### src/rtl/tick_stepper.sv
// rtl/tick_stepper.sv - single-clock prescaled / single-step counter feeding the one-hot display stage
//
// Counts on one clock (CLK): either free-runs, advancing once every TICK_DIV cycles,
// or advances one step per button press. num_valid_o marks the first cycle
// num_o shows each new value.
//
// Parameters:
//   TICK_DIV     prescaler period in CLK cycles (>= 2)
//   COUNT_WIDTH  width of num_o
//   DEB_CYCLES   debounce stability window in CLK cycles (STEP_DEBOUNCE_EN builds only)
//
// Ports:
//   CLK          system clock, sole clock
//   RST_N        asynchronous active-low reset
//   run_i        level: 1 = free-run, 0 = pause
//   dir_i        0 = count up, 1 = count down
//   clear_i      zero the count and prescaler (highest priority below reset)
//   step_i       raw asynchronous button, active-high
//   num_o        current value
//   num_valid_o  one-cycle strobe when num_o changes or is cleared
//   tick_o       one-cycle pulse on each prescaler wrap while running
//
// Build option: define STEP_DEBOUNCE_EN to insert a debouncer between the
// step synchroniser and the edge detector.

module tick_stepper #(
    parameter int TICK_DIV    = 4194304,
    parameter int COUNT_WIDTH = 2,
    parameter int DEB_CYCLES  = 160000
) (
    input  logic                   CLK,
    input  logic                   RST_N,
    input  logic                   run_i,
    input  logic                   dir_i,
    input  logic                   clear_i,
    input  logic                   step_i,
    output logic [COUNT_WIDTH-1:0] num_o,
    output logic                   num_valid_o,
    output logic                   tick_o
);

    localparam int PW = (TICK_DIV > 2) ? $clog2(TICK_DIV) : 1;
    localparam logic [PW-1:0] PRESC_LAST = PW'(TICK_DIV - 1);

    typedef enum logic [1:0] {
        S_PAUSE = 2'd0,
        S_STEP  = 2'd1,
        S_RUN   = 2'd2
    } state_t;

    state_t          state, state_n;
    logic [PW-1:0]   presc, presc_n;
    logic            do_update;
    logic            do_tick;

    logic            step_sync1;
    logic            step_sync2;
    logic            step_level;
    logic            step_prev;
    logic            step_edge;

    // Button synchroniser
    always_ff @(posedge CLK or negedge RST_N) begin
        if (!RST_N) begin
            step_sync1 <= 1'b0;
            step_sync2 <= 1'b0;
        end else begin
            step_sync1 <= step_i;
            step_sync2 <= step_sync1;
        end
    end

`ifdef STEP_DEBOUNCE_EN
    localparam int DW = $clog2(DEB_CYCLES + 1);
    localparam logic [DW-1:0] DEB_LAST = DW'(DEB_CYCLES - 1);

    logic [DW-1:0] deb_cnt;
    logic          deb_level;

    // The level follows sync2 only once the new value has been seen on
    // DEB_CYCLES consecutive edges; any return to the old value restarts.
    always_ff @(posedge CLK or negedge RST_N) begin
        if (!RST_N) begin
            deb_cnt   <= '0;
            deb_level <= 1'b0;
        end else if (step_sync2 != deb_level) begin
            if (deb_cnt == DEB_LAST) begin
                deb_level <= step_sync2;
                deb_cnt   <= '0;
            end else begin
                deb_cnt <= deb_cnt + 1'b1;
            end
        end else begin
            deb_cnt <= '0;
        end
    end

    assign step_level = deb_level;
`else
    assign step_level = step_sync2;
`endif

    always_ff @(posedge CLK or negedge RST_N) begin
        if (!RST_N) begin
            step_prev <= 1'b0;
        end else begin
            step_prev <= step_level;
        end
    end

    assign step_edge = step_level & ~step_prev;

    always_ff @(posedge CLK or negedge RST_N) begin
        if (!RST_N) begin
            state <= S_PAUSE;
            presc <= '0;
        end else begin
            state <= state_n;
            presc <= presc_n;
        end
    end

    always_comb begin
        state_n   = state;
        presc_n   = presc;
        do_update = 1'b0;
        do_tick   = 1'b0;

        case (state)
            S_PAUSE: begin
                presc_n = '0;
                if (run_i) begin
                    state_n = S_RUN;
                end else if (step_edge) begin
                    state_n = S_STEP;
                end
            end
            S_STEP: begin
                presc_n   = '0;
                do_update = 1'b1;
                state_n   = run_i ? S_RUN : S_PAUSE;
            end
            S_RUN: begin
                if (!run_i) begin
                    // Leaving RUN abandons the partial prescale period.
                    state_n = S_PAUSE;
                    presc_n = '0;
                end else if (presc == PRESC_LAST) begin
                    presc_n   = '0;
                    do_update = 1'b1;
                    do_tick   = 1'b1;
                end else begin
                    presc_n = presc + 1'b1;
                end
            end
            default: begin
                state_n = S_PAUSE;
                presc_n = '0;
            end
        endcase

        // Clear swallows any tick or step landing in the same cycle but
        // leaves the state transition alone.
        if (clear_i) begin
            presc_n   = '0;
            do_update = 1'b0;
            do_tick   = 1'b0;
        end
    end

    always_ff @(posedge CLK or negedge RST_N) begin
        if (!RST_N) begin
            num_o       <= '0;
            num_valid_o <= 1'b0;
            tick_o      <= 1'b0;
        end else begin
            if (clear_i) begin
                num_o <= '0;
            end else if (do_update) begin
                num_o <= dir_i ? num_o - 1'b1 : num_o + 1'b1;
            end
            num_valid_o <= clear_i | do_update;
            tick_o      <= do_tick;
        end
    end

endmodule

### config.mk
export PLATFORM = sky130hd
export DESIGN_NAME = tick_stepper
export DESIGN_NICKNAME = d
export VERILOG_FILES = /design/src/rtl/tick_stepper.sv
export SDC_FILE = /design/constraint.sdc
export NUM_CORES = 1
export LEC_CHECK = 0
export BUFFER_PORTS_ARGS = -buffer_cell sky130_fd_sc_hd__buf_2
export CELL_PAD_IN_SITES_DETAIL_PLACEMENT = 1
export CELL_PAD_IN_SITES_GLOBAL_PLACEMENT = 1
export CORE_UTILIZATION = 35
export DETAILED_ROUTE_END_ITERATION = 8
export PLACE_DENSITY = 0.7
export RECOVER_POWER = 100
export SETUP_SLACK_MARGIN = 0.2
export SLEW_MARGIN = 5
export SYNTH_ARGS = -nofsm -noshare
export SYNTH_HDL_FRONTEND = slang
export SYNTH_SLANG_ARGS = --single-unit
### constraint.sdc
create_clock -name CLK -period 1.6 [get_ports CLK]
set_input_delay 0.16 -clock CLK [delete_from_list [all_inputs] [get_ports CLK]]
set_output_delay 0.16 -clock CLK [all_outputs]
set_load 0.1 [all_outputs]
== Word level (Yosys, flattened, before mapping) ==
Index checks and enable logic that the tools add are counted.
Word-level totals
  output and inout port bits: 4
  bits in registers: 31
  word-level logic and storage cells: 40
  input bits: 6
Operators by class
  bitwise logic cells: 3
  add/subtract/negate cells: 3
  reductions and logical operators: 3
  equality and inequality tests: 5
  multiplexer cells: 18
Operators by type and width (count)
  $mux W22: 4
  $add A22 B1 Y22 const B: 1
  $eq A22 B22 Y1 const B: 1
  $mux W2: 7
  $pmux W2 S3: 1
  $mux W1: 5
  $ne A3 B3 Y1 const B: 1
  $add A2 B1 Y2 const B: 1
  $eq A2 B1 Y1 const B: 1
  $eq A2 B2 Y1 const B: 1
  $logic_not A2 Y1: 1
  $ne A2 B2 Y1 const B: 1
  $pmux W1 S2: 1
  $reduce_and A2 Y1: 1
  $reduce_bool A2 Y1: 1
  $sub A2 B1 Y2 const B: 1
  $and A1 B1 Y1: 1
  $not A1 Y1: 1
  $or A1 B1 Y1: 1

== Longest topological paths before layout ==
Gate-level depths: netlist (run 1).
  depth in word-level cells: 7
  mapped depth: 7
  mapped depth without buffers: 6

== Least setup slack after synthesis (run 1) ==
No wires, ideal clock.
  kind: register -> register
  start point: register num_o[0]
  end point: register num_o[1]
  arrival time: 1.600 ns
  buffers on the path: 0
  setup time: 0.132 ns
  cell stages (with the launch flop): 5
  setup slack: -0.132 ns
  cell sequence: dfrtp_1 -> xor2_1 -> nor3b_1 -> a221oi_1 -> nand3_1
Between the ends
  word-level cells in the longest chain between the ends: 4
RTL lines
  from (decl): line 37  | output logic [COUNT_WIDTH-1:0] num_o,
  from (signal assigned): line 180  | num_o <= dir_i ? num_o - 1'b1 : num_o + 1'b1;
  $add A2 B1 Y2 or $sub A2 B1 Y2 (tied branches): line 180
  $mux W2 *: line 180
  $mux W2 *: line 179  | end else if (do_update) begin
  $mux W2 *: line 177  | if (clear_i) begin
Mark *: on every way between the ends. The rest lies on a longest branch, timed or not. The select of a mux whose other input is x is not followed.
A chain may end at the register's enable or synchronous reset.

== Worst setup path in the final report (run 1) ==
  start point: register state[0]
  end point: register num_o[0]
Between the ends
  word-level cells in the longest chain between the ends: 4
RTL lines
  from (decl): line 51  | state_t state, state_n;
  from (signal assigned): line 118  | state <= state_n;
  $eq A2 B2 Y1 or $eq A2 B1 Y1 (tied branches): line 129  | case (state)
  $pmux W1 S2 *: line 129
  $mux W1 *: line 164  | if (clear_i) begin
  $reduce_bool A2 Y1 (no source line) *
Mark *: on every way between the ends. The rest lies on a longest branch, timed or not.

==> reports/results.ini, run 1 <==
[setup_path]
endpoint=num_o[0]$_DFFE_PN0P_
r2r_cells=7
startpoint_type=flip-flop
cp-startpoint=state[0]$_DFFE_PN0P_
required_ns=1.76
arrival_ns=1.70
r2r-start=state[0]$_DFFE_PN0P_
cp-end-kind=flip-flop
reg2reg_slack_ns=0.06
path_class=reg -> reg
path_max_fanout=4
r2r_end=num_o[0]$_DFFE_PN0P_

[status]
status=completed

[synthesis]
syn-num-nets=167
syn-cell-area_sq_um=1574
synth_top_family_by_area=simple AND/OR/NAND/NOR gates
synth-warning-count=0
ys_seq_area_frac=0.4928
synth_most_common_cell=dfrtp_1
yosys.area.top_type_share=0.4928
synth_area_leader_cell=dfrtp_1
syn-instance-count=157
synth_fa_ha_area_frac=0.03180
yosys-top-cells-area=dfrtp_1 (49%), xor2_1 (5.6%), nor2_1 (3.8%)
synth_common_cells=dfrtp_1 (31), nor2_1 (16), a21oi_1 (11), nand3_1 (11), xor2_1 (10)
ys.flop_type=dfrtp_1
synth-compound-area-share=0.1153
synth_xor_area_frac=0.06677
synth_edf_count=0
synth_area_per_cell_sq_um=10.03
muxShareOfSynthArea=0.006359
async_flop_share=1.000
synth_seq_cells=31
synth-simple-area-share=0.2536
ys_types=35

[sta]
fin_crit_ns=1.541
fin_hold_ws_ns=0.1667
setup_viol=0
hold_violations=0
worst_clock_skew_ns=0.007167
rsz0062_at_grt=true
setup_ws_ns=0.05930
tns_ns=0
worstMarginPinSlew_ns=0.7858
drv_slew=0
timing.fmax_mhz=649.1
slew_headroom=0.4762
post-route-period-util=0.9629

[routing]
totalWireLength_mm=4.476
drt_first_iter_violations=81
vias=1394
wire_per_inst_microns=17.62
post_drt_via_cell_ratio=5.488
firstDrtPassIters=4
antenna_left=0
drc=0

[clock_tree]
clk_latency_ns=0.29
cts-root-buf=clkbuf_8
cts_buffer_depth=2
clk_pin_slew_ns=0.07
cts_buffers=5
cts.sinks=31
cts_max_level=2
cts_tree=yes

[placement]
place_ws_ns=-0.06319
place_congestion=0.7454
hpwl_mm=2.661
port_buffers=9

[power]
p_leak_nw=0.9307
peakVddDrop_uv=527.5
p_per_area_nw_per_um2=988.3

[hold_path]
min_path_type=in -> reg

[floorplanning]
die_area_sq_um=4769
die_h_microns=69.06
rows=24
initial_core_util=0.3640
core_area_sq_um=4324
io_pins=10
die_w_microns=69.06

[global_route]
grt_pass1_vias=1518
groute.usage.overall=0.1998
antenna_found_initial=0
grt_max_degree=32
grt_pass1_wl_mm=7.410
grt.overflow.total=0

[final_layout]
final_nets=211
multiInputGateArea_sq_um=910.9
drive_above_1_share=0.3960
area_growth_syn_to_layout_pct=38.87
nFillCells=474
seq_area_sq_um=779.5
n_antenna_cell=0

[job]
drv_cap=0

==> how the worst min path moves through the flow <==
stage / from / endpoint / cells after the start
3_3_place_gp: RST_N / num_valid_o$_DFF_PN0_ / 2
3_5_place_dp: RST_N / num_valid_o$_DFF_PN0_ / 2
4_1_cts: clear_i / num_valid_o$_DFF_PN0_ / 2
2_1_floorplan: RST_N / num_o[0]$_DFFE_PN0P_ / 0
6_report: run_i / state[0]$_DFFE_PN0P_ / 3
5_1_grt: run_i / state[0]$_DFFE_PN0P_ / 3
==> final cells by class <==
type | count | share of cell area
Clock buffer | 8 | 0.04579
Multi-Input combinational cell | 117 | 0.4167
Sequential cell | 31 | 0.3566
Tap cell | 52 | 0.02977
Timing Repair Buffer | 41 | 0.1425
Inverter | 5 | 0.008586
==> per-layer routing <==
metal | part of all wire | global-route usage | vias to the layer above | wire [microns]
li1 | - | - | 659 | -
met1 | 0.43 | 0.2493 | 707 | 1933
met2 | 0.52 | 0.3204 | 18 | 2349
met3 | 0.023 | 0.04971 | 10 | 104
met4 | 0.020 | 0.09977 | 0 | 88
met5 | 0 | 0 | - | 0
==> cells by family after synthesis <==
kind of cell	count (synthesis)
flops	31
simple gates	69
mux	1
fa+ha+maj	4
compound gates	30
buf+inv	10
xor+xnor	12
==> sequential cells by signal, summed over array words and instances, names as in the netlist <==
signal / cells
state: 2
tick_o: 1
step_prev: 1
presc: 22
num_valid_o: 1
num_o: 2
step_sync1: 1
step_level: 1
==> layout by cell type, fill, tap and decap left out, drive strengths merged, types with 3 or more instances in the layout <==
cell / Yosys / routed
buf: 5 / 33
dfrtp: 31 / 31
nor2: 16 / 16
clkbuf: 0 / 14
a21oi: 11 / 11
nand3: 11 / 11
xor2: 10 / 10
nand2: 9 / 9
o21ai: 8 / 8
nand4: 7 / 8
or3: 6 / 6
inv: 5 / 5
and4: 4 / 4
ha: 4 / 4
and3: 4 / 4
or4: 4 / 4
o31ai: 3 / 3
==> per-stage QoR <==
stage / area, sq um / total power, mW / instances / util
floorplan: 1630 / 1.186 / 157 / -
global placement: 1812 / 1.280 / 229 / 0.4190
detailed placement: 1812 / 1.304 / 229 / 0.4190
CTS: 2113 / 2.123 / 251 / 0.4887
global route: 2186 / 2.258 / 254 / 0.5055
finish: 2186 / 2.160 / 254 / 0.5055
==> power breakdown <==
group | leakage (nW) | internal (mW) | switching [mW]
Sequential | 0.417 | 0.827 | 0.0472
Combinational | 0.462 | 0.265 | 0.342
Clock | 0.0515 | 0.392 | 0.287
==> worst max-delay path, cell delays in order (launching register included) <==
cell and delay (ns):
dfrtp_1 0.39, inv_2 0.10, ha_4 0.16, and3_1 0.22, nand3_4 0.09, buf_6 0.13
o211ai_1 0.23, nand3_2 0.11
==> repair_timing <==
| item | CTS | global route |
|---|---|---|
| endpoints found under the setup margin | 26 | 26 |
| buffers inserted | 10 | 3 |
| hold buffers | 2 | 0 |
| endpoints found under the hold margin | 32 | 0 |
| pin swaps | 10 | 14 |
| gates cloned | 2 | 0 |
| resized for setup | 20 | 29 |
Power figures use the tool's default switching activity.
==> run 2: changes to the inputs <==
--- a/config.mk
+++ b/config.mk
@@ -5,12 +5,13 @@
 export SDC_FILE = /design/constraint.sdc
 export NUM_CORES = 1
 export LEC_CHECK = 0
+export ABC_AREA = 1
 export BUFFER_PORTS_ARGS = -buffer_cell sky130_fd_sc_hd__buf_2
 export CELL_PAD_IN_SITES_DETAIL_PLACEMENT = 1
 export CELL_PAD_IN_SITES_GLOBAL_PLACEMENT = 1
 export CORE_UTILIZATION = 35
 export DETAILED_ROUTE_END_ITERATION = 8
-export PLACE_DENSITY = 0.7
+export PLACE_DENSITY = 0.71
 export RECOVER_POWER = 100
 export SETUP_SLACK_MARGIN = 0.2
 export SLEW_MARGIN = 5
==> run 2 against run 1 <==
Non-clock buffer count shrank 12. Clock power shrank 5.4%. Final cell count grew 7.1%.
==> reports/results.ini, run 2 <==
[clock_tree]
cts-root-buf=clkbuf_8
cts_buffer_depth=2
cts_buffers=5
cts_max_level=2
cts.sinks=31
clk_latency_ns=0.28
cts_tree=yes
clk_pin_slew_ns=0.07

[power]
peakVddDrop_uv=596.2
p_per_area_nw_per_um2=951.1
finalPower_mw=1.983
p_leak_nw=0.8724

[global_route]
grt_pass1_vias=1407
grt_pass1_wl_mm=6.520
antenna_found_initial=0
grt.overflow.total=0
grt_max_degree=13
groute.usage.overall=0.1745

[setup_path]
cp-end-kind=flip-flop
path_class=reg -> reg
path_cells=nand2_2 -> nor2_1 -> nand2_1 -> nor2_4 -> nand2_2 -> nand2_4 -> buf_6 -> nor2_1
r2r-start=presc[8]$_DFF_PN0_
slowest_delay_ns=0.44
path_max_fanout=5
r2r_cells=8
startpoint_type=flip-flop
slowest_stage=dfrtp_1
arrival_ns=1.70
r2r_end=presc[12]$_DFF_PN0_
reg2reg_slack_ns=0.08
required_ns=1.77
cp-startpoint=presc[8]$_DFF_PN0_

[sta]
slew_headroom=0.5249
drv_slew=0
worstMarginPinSlew_ns=0.7126
setup_ws_ns=0.07579
timing.fmax_mhz=656.1
post-route-period-util=0.9526
rsz0062_at_grt=true
worst_clock_skew_ns=0.006462
setup_viol=0
fin_crit_ns=1.524
hold_violations=0

[synthesis]
ys_types=21
synth-compound-area-share=0.02826
synth-simple-area-share=0.3132
ys_seq_area_frac=0.4867
muxShareOfSynthArea=0
syn-cell-area_sq_um=1594
syn-instance-count=185
syn-num-nets=195
synth_area_per_cell_sq_um=8.616
synth_common_cells=nor2_1 (34), dfrtp_1 (31), nand2_1 (31)
synth_seq_cells=31
synth_xor_area_frac=0.07692
synth_edf_count=0
ys.flop_type=dfrtp_1
synth_top_family_by_area=simple AND/OR/NAND/NOR gates
synth_most_common_cell=nor2_1
synth_fa_ha_area_frac=0.03140
async_flop_share=1.000
yosys-top-cells-area=dfrtp_1 (49%), nor2_1 (8.0%), nand2_1 (7.3%)
yosys.area.top_type_share=0.4867
synth_area_leader_cell=dfrtp_1
synth-warning-count=0

[routing]
antenna_left=0
drc=0
totalWireLength_mm=3.937
drt_first_iter_violations=33
vias=1321
wire_per_inst_microns=14.47
post_drt_via_cell_ratio=4.857
firstDrtPassIters=4

[placement]
place_area_sq_um=1747
port_buffers=9
hpwl_mm=2.632
place_ws_ns=0.02321
place_congestion=0.7372

[final_layout]
n_antenna_cell=0
drive_above_1_share=0.3682
reg.largest.list=presc x22, num_o x2, state x2
nFillCells=510
seq_area_sq_um=778.2
multiInputGateArea_sq_um=850.8
area_growth_syn_to_layout_pct=30.77
regMostFlops=presc
final_nets=229
fin_area_sq_um=2085
final_cell_mix=dfrtp_1 (29), nand2_1 (24), nor2_1 (24)
largest_reg_flops=22
final_common_cell=dfrtp_1

[hold_path]
min_from=clear_i
min_path_type=in -> reg
min_path_cells=2
holdPathEnd=tick_o$_DFF_PN0_

[job]
drv_cap=0

[floorplanning]
die_h_microns=69.49
rows=24
initial_core_util=0.3661
io_pins=10
die_area_sq_um=4828
core_area_sq_um=4354
die_w_microns=69.49

[status]
status=completed

==> run 2: area by class of cell <==
type                       count  share of cell area
tap                           52             0.03121
sequential                    31              0.3733
clock buffer                   7             0.04142
timing repair buffer          29              0.1044
inverter                      21             0.03902
multi-input combinational    131              0.4082
clock inverter                 1            0.002401
==> run 2: worst max path at each step <==
stage,cells after the start,endpoint,slack [ns]
after floorplan,9,presc[7]$_DFF_PN0_,0.19
after global placement,9,presc[19]$_DFF_PN0_,0.08
after detailed placement,9,presc[10]$_DFF_PN0_,0.02
after CTS,10,num_o[1]$_DFFE_PN0P_,0.14
after global routing,8,presc[15]$_DFF_PN0_,-0.01
final,8,presc[12]$_DFF_PN0_,0.08
==> run 2: per-layer routing <==
metal / wire [microns] / global-route usage / vias up / part of all wire
li1: - / - / 648 / -
met1: 1818 / 0.2257 / 654 / 0.46
met2: 1976 / 0.2805 / 15 / 0.50
met3: 89 / 0.03924 / 4 / 0.023
met4: 51 / 0.07483 / 0 / 0.013
met5: 0 / 0 / - / 0
==> run 2: cells by family (layout without fill, tap and decap cells) <==
family,Yosys count,in the layout
buf+inv,23,58
flops,31,31
compound gates,8,8
simple gates,105,105
fa+ha+maj,4,4
xor+xnor,14,14
==> run 2: power by group <==
part | switching (mW) | leakage, nW | internal (mW) | total [mW]
logic | 0.333 | 0.406 | 0.136 | 0.469
registers | 0.0365 | 0.418 | 0.834 | 0.871
clock network | 0.296 | 0.0482 | 0.347 | 0.643
total | 0.665 | 0.872 | 1.32 | 1.98
==> run 2: stage by stage <==
| stage | util | hold slack, ns | std cells | TNS [ns] |
|---|---|---|---|---|
| 2_1_floorplan | - | -0.1356 | 185 | 0 |
| 3_3_place_gp | 0.4011 | 0.06696 | 250 | 0 |
| 3_5_place_dp | 0.4011 | 0.06506 | 250 | 0 |
| 4_1_cts | 0.4612 | 0.07319 | 267 | 0 |
| 5_1_grt | 0.4787 | 0.07907 | 272 | -0.09889 |
| 6_report | 0.4787 | 0.08506 | 272 | 0 |
==> run 2: repair_timing <==
item / CTS / global route
resized for setup: 28 / 16
hold buffers: 2 / 0
endpoints found under the setup margin: 26 / 28
endpoints found under the hold margin: 11 / 0
pin swaps: 19 / 13
setup buffers: 7 / 5
==> run 2: critical path, delay by kind of cell, from the launching register on <==
kind / cells / cell delay [ns]
buffers and inverters: 1 / 0.15
flip-flops: 1 / 0.44
AND/OR/NAND/NOR: 7 / 0.81
